--- src/rtl/mips_program_loader_pkg.sv ---
// Shared MIPS-lite definitions: opcode values, loader FSM states and the word encoder.
package mips_program_loader_pkg;

    localparam logic [5:0] OP_ADD   = 6'd0;
    localparam logic [5:0] OP_ADDI  = 6'd1;
    localparam logic [5:0] OP_SUB   = 6'd2;
    localparam logic [5:0] OP_SUBI  = 6'd3;
    localparam logic [5:0] OP_MUL   = 6'd4;
    localparam logic [5:0] OP_MULI  = 6'd5;
    localparam logic [5:0] OP_OR    = 6'd6;
    localparam logic [5:0] OP_ORI   = 6'd7;
    localparam logic [5:0] OP_AND   = 6'd8;
    localparam logic [5:0] OP_ANDI  = 6'd9;
    localparam logic [5:0] OP_XOR   = 6'd10;
    localparam logic [5:0] OP_XORI  = 6'd11;
    localparam logic [5:0] OP_LOAD  = 6'd12;
    localparam logic [5:0] OP_STORE = 6'd13;
    localparam logic [5:0] OP_BZ    = 6'd14;
    localparam logic [5:0] OP_BEQ   = 6'd15;
    localparam logic [5:0] OP_JR    = 6'd16;
    localparam logic [5:0] OP_HALT  = 6'd17;

    typedef enum logic [1:0] {
        ST_IDLE  = 2'd0,
        ST_WRITE = 2'd1,
        ST_DONE  = 2'd2
    } state_e;

    // Fields an instruction format does not use are forced to zero.
    function automatic logic [31:0] encode(input logic [5:0]  op,
                                           input logic [4:0]  rs,
                                           input logic [4:0]  rt,
                                           input logic [4:0]  rd,
                                           input logic [15:0] imm);
        logic [31:0] w;
        w = {op, 26'd0};
        case (op)
            OP_ADD, OP_SUB, OP_MUL, OP_OR, OP_AND, OP_XOR:
                w = {op, rs, rt, rd, 11'd0};
            OP_ADDI, OP_SUBI, OP_MULI, OP_ORI, OP_ANDI, OP_XORI,
            OP_LOAD, OP_STORE, OP_BEQ:
                w = {op, rs, rt, imm};
            OP_BZ:   w = {op, rs, 5'd0, imm};
            OP_JR:   w = {op, rs, 21'd0};
            default: w = {op, 26'd0};
        endcase
        return w;
    endfunction

endpackage

--- src/rtl/mips_program_loader_if.sv ---
// Instruction-field handshake plus byte-wide memory write port of the program loader.
interface mips_program_loader_if;
    logic        in_valid;
    logic        in_ready;
    logic [5:0]  in_opcode;
    logic [4:0]  in_rs;
    logic [4:0]  in_rt;
    logic [4:0]  in_rd;
    logic [15:0] in_imm;
    logic        mem_we;
    logic [11:0] mem_addr;
    logic [7:0]  mem_wdata;

    modport master (
        output in_valid, in_opcode, in_rs, in_rt, in_rd, in_imm,
        input  in_ready, mem_we, mem_addr, mem_wdata
    );

    modport slave (
        input  in_valid, in_opcode, in_rs, in_rt, in_rd, in_imm,
        output in_ready, mem_we, mem_addr, mem_wdata
    );
endinterface

--- src/rtl/mips_program_loader.sv ---
// Encodes MIPS-lite instruction fields and streams each word big-endian into byte memory.
// One word takes 4 write cycles; in_ready is held low while writing and after HALT/overflow.
module mips_program_loader
    import mips_program_loader_pkg::*;
#(
    parameter int BASE_ADDR = 0,
    parameter int MEM_BYTES = 4096
) (
    input  logic                   clk,
    input  logic                   reset,
    mips_program_loader_if.slave   bus,
    input  logic                   start,
    output logic                   busy,
    output logic                   done,
    output logic                   err_opcode,
    output logic                   err_full,
    output logic [31:0]            instr_count,
    output logic [31:0]            branch_count
);

    state_e      state_q;
    state_e      state_d;
    logic [12:0] addr_q;
    logic [31:0] word_q;
    logic [1:0]  byte_q;
    logic        accept;
    logic        op_bad;
    logic        no_room;

    assign accept  = bus.in_valid && bus.in_ready;
    assign op_bad  = bus.in_opcode > OP_HALT;
    // 13-bit address can reach MEM_BYTES itself, so compare one bit wider.
    assign no_room = (14'(addr_q) + 14'd4) > 14'(MEM_BYTES);

    assign bus.mem_addr  = addr_q[11:0] + 12'(byte_q);
    assign bus.mem_wdata = word_q[{~byte_q, 3'b000} +: 8];

    always_comb begin
        state_d      = state_q;
        bus.in_ready = 1'b0;
        bus.mem_we   = 1'b0;
        busy         = 1'b0;
        done         = 1'b0;
        case (state_q)
            ST_IDLE: begin
                bus.in_ready = 1'b1;
                if (accept && !op_bad) begin
                    state_d = no_room ? ST_DONE : ST_WRITE;
                end
            end
            ST_WRITE: begin
                busy       = 1'b1;
                bus.mem_we = 1'b1;
                if (byte_q == 2'd3) begin
                    state_d = (word_q[31:26] == OP_HALT) ? ST_DONE : ST_IDLE;
                end
            end
            ST_DONE: begin
                done = 1'b1;
                if (start) begin
                    state_d = ST_IDLE;
                end
            end
            default: state_d = ST_IDLE;
        endcase
    end

    always_ff @(posedge clk) begin
        if (reset) begin
            state_q      <= ST_IDLE;
            addr_q       <= 13'(BASE_ADDR);
            word_q       <= 32'd0;
            byte_q       <= 2'd0;
            err_opcode   <= 1'b0;
            err_full     <= 1'b0;
            instr_count  <= 32'd0;
            branch_count <= 32'd0;
        end else begin
            state_q    <= state_d;
            err_opcode <= accept && op_bad;
            case (state_q)
                ST_IDLE: begin
                    if (accept && !op_bad) begin
                        if (no_room) begin
                            err_full <= 1'b1;
                        end else begin
                            word_q <= encode(bus.in_opcode, bus.in_rs, bus.in_rt,
                                             bus.in_rd, bus.in_imm);
                            byte_q <= 2'd0;
                        end
                    end
                end
                ST_WRITE: begin
                    byte_q <= byte_q + 2'd1;
                    if (byte_q == 2'd3) begin
                        addr_q      <= addr_q + 13'd4;
                        instr_count <= instr_count + 32'd1;
                        if (word_q[31:26] inside {OP_BZ, OP_BEQ, OP_JR}) begin
                            branch_count <= branch_count + 32'd1;
                        end
                    end
                end
                ST_DONE: begin
                    if (start) begin
                        addr_q       <= 13'(BASE_ADDR);
                        err_full     <= 1'b0;
                        instr_count  <= 32'd0;
                        branch_count <= 32'd0;
                    end
                end
                default: ;
            endcase
        end
    end

endmodule

--- src/flat_wrapper.sv ---
// flat-port wrapper written by rule: the top's interface ports become plain ports
module mips_program_loader_flat import mips_program_loader_pkg::*;
#(
    parameter int BASE_ADDR = 0,
    parameter int MEM_BYTES = 4096
)
  (clk, reset, start, busy, done, err_opcode, err_full, instr_count, branch_count, bus_in_valid, bus_in_opcode, bus_in_rs, bus_in_rt, bus_in_rd, bus_in_imm, bus_in_ready, bus_mem_we, bus_mem_addr, bus_mem_wdata);
  mips_program_loader_if bus_i ();
  input  logic clk;
  input  logic reset;
  input  logic start;
  output logic busy;
  output logic done;
  output logic err_opcode;
  output logic err_full;
  output logic [31:0] instr_count;
  output logic [31:0] branch_count;
  input wire logic [$bits(bus_i.in_valid)-1:0] bus_in_valid;
  input wire logic [$bits(bus_i.in_opcode)-1:0] bus_in_opcode;
  input wire logic [$bits(bus_i.in_rs)-1:0] bus_in_rs;
  input wire logic [$bits(bus_i.in_rt)-1:0] bus_in_rt;
  input wire logic [$bits(bus_i.in_rd)-1:0] bus_in_rd;
  input wire logic [$bits(bus_i.in_imm)-1:0] bus_in_imm;
  output wire logic [$bits(bus_i.in_ready)-1:0] bus_in_ready;
  output wire logic [$bits(bus_i.mem_we)-1:0] bus_mem_we;
  output wire logic [$bits(bus_i.mem_addr)-1:0] bus_mem_addr;
  output wire logic [$bits(bus_i.mem_wdata)-1:0] bus_mem_wdata;
  assign bus_i.in_valid = bus_in_valid;
  assign bus_i.in_opcode = bus_in_opcode;
  assign bus_i.in_rs = bus_in_rs;
  assign bus_i.in_rt = bus_in_rt;
  assign bus_i.in_rd = bus_in_rd;
  assign bus_i.in_imm = bus_in_imm;
  assign bus_in_ready = bus_i.in_ready;
  assign bus_mem_we = bus_i.mem_we;
  assign bus_mem_addr = bus_i.mem_addr;
  assign bus_mem_wdata = bus_i.mem_wdata;
  mips_program_loader #(.BASE_ADDR(BASE_ADDR), .MEM_BYTES(MEM_BYTES)) u_core (.clk(clk), .reset(reset), .bus(bus_i), .start(start), .busy(busy), .done(done), .err_opcode(err_opcode), .err_full(err_full), .instr_count(instr_count), .branch_count(branch_count));
endmodule
--- config.mk ---
export PLATFORM = sky130hd
export DESIGN_NAME = mips_program_loader_flat
export DESIGN_NICKNAME = d
export VERILOG_FILES = /design/src/rtl/mips_program_loader_pkg.sv /design/src/rtl/mips_program_loader_if.sv /design/src/rtl/mips_program_loader.sv /design/src/flat_wrapper.sv
export SDC_FILE = /design/constraint.sdc
export NUM_CORES = 1
export LEC_CHECK = 0
export CORE_MARGIN = 8
export CORE_UTILIZATION = 51
export DETAILED_ROUTE_END_ITERATION = 8
export HOLD_SLACK_MARGIN = 0.12
export PLACE_DENSITY = 0.81
export SYNTH_ARGS = -nofsm -noshare
export SYNTH_HDL_FRONTEND = slang
export SYNTH_SLANG_ARGS = --single-unit
--- constraint.sdc ---
create_clock -name clk -period 2.49 [get_ports clk]
set_input_delay 0.249 -clock clk [delete_from_list [all_inputs] [get_ports clk]]
set_output_delay 0.249 -clock clk [all_outputs]
set_load 0.02 [all_outputs]
==> run_results.csv <==
group,metric,value,unit
run_status,status,"complete, no violations",
placed_design,placed_area,7220,um^2
route,routed_wl,17.1,mm
floorplan,die_h,122,um
route,topRoutingLayerUsed,"met4",
power_and_ir_drop,ir_worst_vdd,514,uV
global_route,overflow,0,
clock_tree,cts-htree-levels,4,
final_layout,multi_input_area,3210,um^2
floorplan,initial_core_util,52.6,%
power_and_ir_drop,internal-power,4.01,mW
synth,synth_area_leader_cell,"dfxtp_1",
synth,seq_area_frac_synth,39.4,%
global_route,grt_max_degree,37,
synth,ys_ff_latch,113,
global_route,grt_pass1_vias,5542,
floorplan,pin_count,131,
final_layout,final_cells,953,
final_layout,nets,846,
floorplan,core_area,10900,um^2
sta,finalCriticalPeriod,2440,ps
floorplan,die_x,122,um
clock_tree,numCtsBuffers,17,
route,m1WireLength,6.95,mm
route,dr.pass1.iters,5,
global_route,grt_use_total,22.0,%
job,maxCapViolations,0,
final_layout,n_antenna_cell,0,
power_and_ir_drop,p_leak,2.75,nW
route,wire_per_inst,18.0,um
hold_path,hold_path.class,"in -> reg",
power_and_ir_drop,p_sw,1.07,mW
synth,ys_warn_count,0,
global_route,antenna_found_initial,0,
placed_design,gp_congestion,0.847,
floorplan,row_count,38,
power_and_ir_drop,switching_share,21.1,%
synth,yosysTopAreaCellShare,39.4,%
clock_tree,cts.sinks,113,
clock_tree,clockBufferDepth,2,
final_layout,final_area,7960,um^2
synth,syn_nets,718,
synth,synth-async-reset-ratio,0,%
clock_tree,root_buffer,"clkbuf_16",
sta,worst_slack,50.6,ps
route,ant_nets,0,
route,via_count,5779,
worst_setup_path,cp_max_fo,22,
worst_setup_path,cp.arrival,2770,ps
route,drc,0,
sta,finalSetupViolations,0,
worst_setup_path,worstPathRequired,2820,ps
clock_tree,cts_hold_buf,0,
final_layout,drive_gt1_share,11.4,%
route,met3_length,1.25,mm
synth,syn_area_per_cell,8.54,um^2
route,drtIter0Drc,570,
sta,worst_pin_slew,851,ps
clock_tree,clkLatencyLatePin,410,ps
worst_setup_path,cp-start-kind,"flip-flop",
route,viasPerCell,6.06,
sta,max_freq,410,MHz
synth,netlist_area,5750,um^2
power_and_ir_drop,p_clk_share,56.0,%
synth,synth-edff-count,0,
synth,syn_inst,673,
sta,hold_viol_final,0,
sta,slew_viol_final,0,
placed_design,port_buffers,130,
placed_design,placed_cells,919,
clock_tree,cts.clk_slew.worst_paths,50,ps
synth,ys_top_cells_by_count,"dfxtp_1 (113), nand2_1 (70), nor2_1 (58)",
final_layout,fill_cells,815,
sta,period_share,98.0,%
power_and_ir_drop,power_density,639,nW/um^2
worst_setup_path,crit_type,"reg -> reg",
sta,skew,10.4,ps
placed_design,pre_cts_ws,62.6,ps
global_route,grt_pass1_wl,26.7,mm
clock_tree,cts_tree,"yes",
final_layout,syn_to_final_growth,38.4,%
placed_design,hpwl,11.8,mm
synth,synthTopCellsByArea,"dfxtp_1 (39%), nand2_1 (4.6%), mux2i_1 (4.2%), xnor2_1 (4.0%), a21oi_1 (3.8%)",
power_and_ir_drop,comb_power_share,7.5,%
sta,relSlewSlack,42.9,%
route,wl_met2,8.64,mm
synth,synth_flop_cell,"dfxtp_1",
floorplan,die-area,14900,um^2
synth,yosys.cell_count.top_type,"dfxtp_1",
worst_setup_path,critPathCaptureType,"flip-flop",
sta,rsz0062_at_grt,"true",
power_and_ir_drop,total_power,5.08,mW
synth,yosysUniqueCellTypes,67,
power_and_ir_drop,pwr-share-seq,36.5,%
final_layout,regArea,2260,um^2
==> worst max-delay path: stages, from the launching register on <==
cell and delay, ps:
dfxtp_1 400, ha_2 240, nand4_1 240, or4_4 520
a211o_4 400, nand3_4 100, buf_12 200, mux2i_2 240
==> routing by layer <==
layer,vias up,GRT usage [%]
met4,0,8.76
met1,2769,25.5
met3,28,4.86
li1,2732,-
met2,250,38.8
met5,-,0
==> registers in the layout (all words and copies together), names as in the netlist <==
register	cells
u_core.branch_count	32
u_core.instr_count	32
u_core.word_q	32
u_core.addr_q	11
u_core.byte_q	2
u_core.state_q	2
u_core.err_full	1
u_core.err_opcode	1
==> through the flow <==
stage,util [%],hold WS [ps],TNS (ps)
2_1_floorplan,-,367,0
3_3_place_gp,66.0,441,0
3_5_place_dp,66.0,449,0
4_1_cts,72.4,398,0
6_report,72.7,404,0
5_1_grt,72.7,407,-371
==> power groups by stage <==
stage	Sequential (mW)	Combinational (mW)	Clock [mW]
6_report	1.86	0.383	2.84
5_1_grt	1.86	0.408	2.93
4_1_cts	1.86	0.379	2.86
3_5_place_dp	1.89	0.372	0
3_3_place_gp	1.89	0.365	0
2_1_floorplan	1.89	0.209	0
==> area by class of cell <==
cell class	count	share of cell area (%)
multi-input combinational	491	40.4
clock inverter	8	2.49
timing repair buffer	160	19.3
inverter	18	0.849
sequential	113	28.5
clock buffer	23	6.26
tap	140	2.20
==> placed cells by master (no fill, tap or decap), drive strengths merged, types with 3 or more instances in the layout <==
cell type      netlist  layout
o21ai               24      24
mux2i               24      24
buf                 11      30
nand4               30      30
dfxtp              113     113
a311oi               7       7
nand2b               3       3
nand2               70      70
a21oi               44      44
ha                   4       4
nor4                15      15
o31ai               20      20
and3                 8       8
xnor2               26      26
a211oi               7       7
nor3                17      17
xor2                 6       6
and4                 6       6
or3                 23      23
bufinv               0       6
nand3               35      35
nor2                58      58
mux4                 8       8
or4                 15      15
clkdlybuf4s50        0     130
o211ai               3       3
inv                 18      18
a211o                3       3
clkbuf              40      23
a31oi                8       8
==> worst paths after layout <==
check	start	end	slack, ps	cells after the start
setup / recovery	u_core.addr_q[3]	u_core.word_q[3]	50	7
hold / removal	bus_in_rt[4]	u_core.word_q[20]	400	3
setup reg to reg	u_core.addr_q[3]	u_core.word_q[3]	50	7
hold reg to reg	u_core.word_q[20]	u_core.word_q[20]	460	2
==> kinds of logic (layout without fill, tap and decap cells) <==
| logic type | after synthesis | count (layout) | synth area share [%] |
|---|---|---|---|
| multiplexers | 33 | 33 | 7.51 |
| adder cells (fa/ha/maj) | 4 | 4 | 0.871 |
| XOR/XNOR | 32 | 32 | 4.88 |
| AO/OA/AOI/OAI | 129 | 129 | 14.8 |
| buffers and inverters | 69 | 209 | 5.07 |
| flip-flops | 113 | 113 | 39.4 |
| AND/OR/NAND/NOR | 293 | 293 | 27.5 |
==> repair_timing <==
| item | in CTS | in global routing |
|---|---|---|
| buffers inserted | 0 | 3 |
| resized for setup | 1 | 4 |
| endpoints found under the setup margin | 1 | 23 |
| hold endpoints to repair | 0 | 0 |
Note: power is estimated with default switching activity, not from simulation.
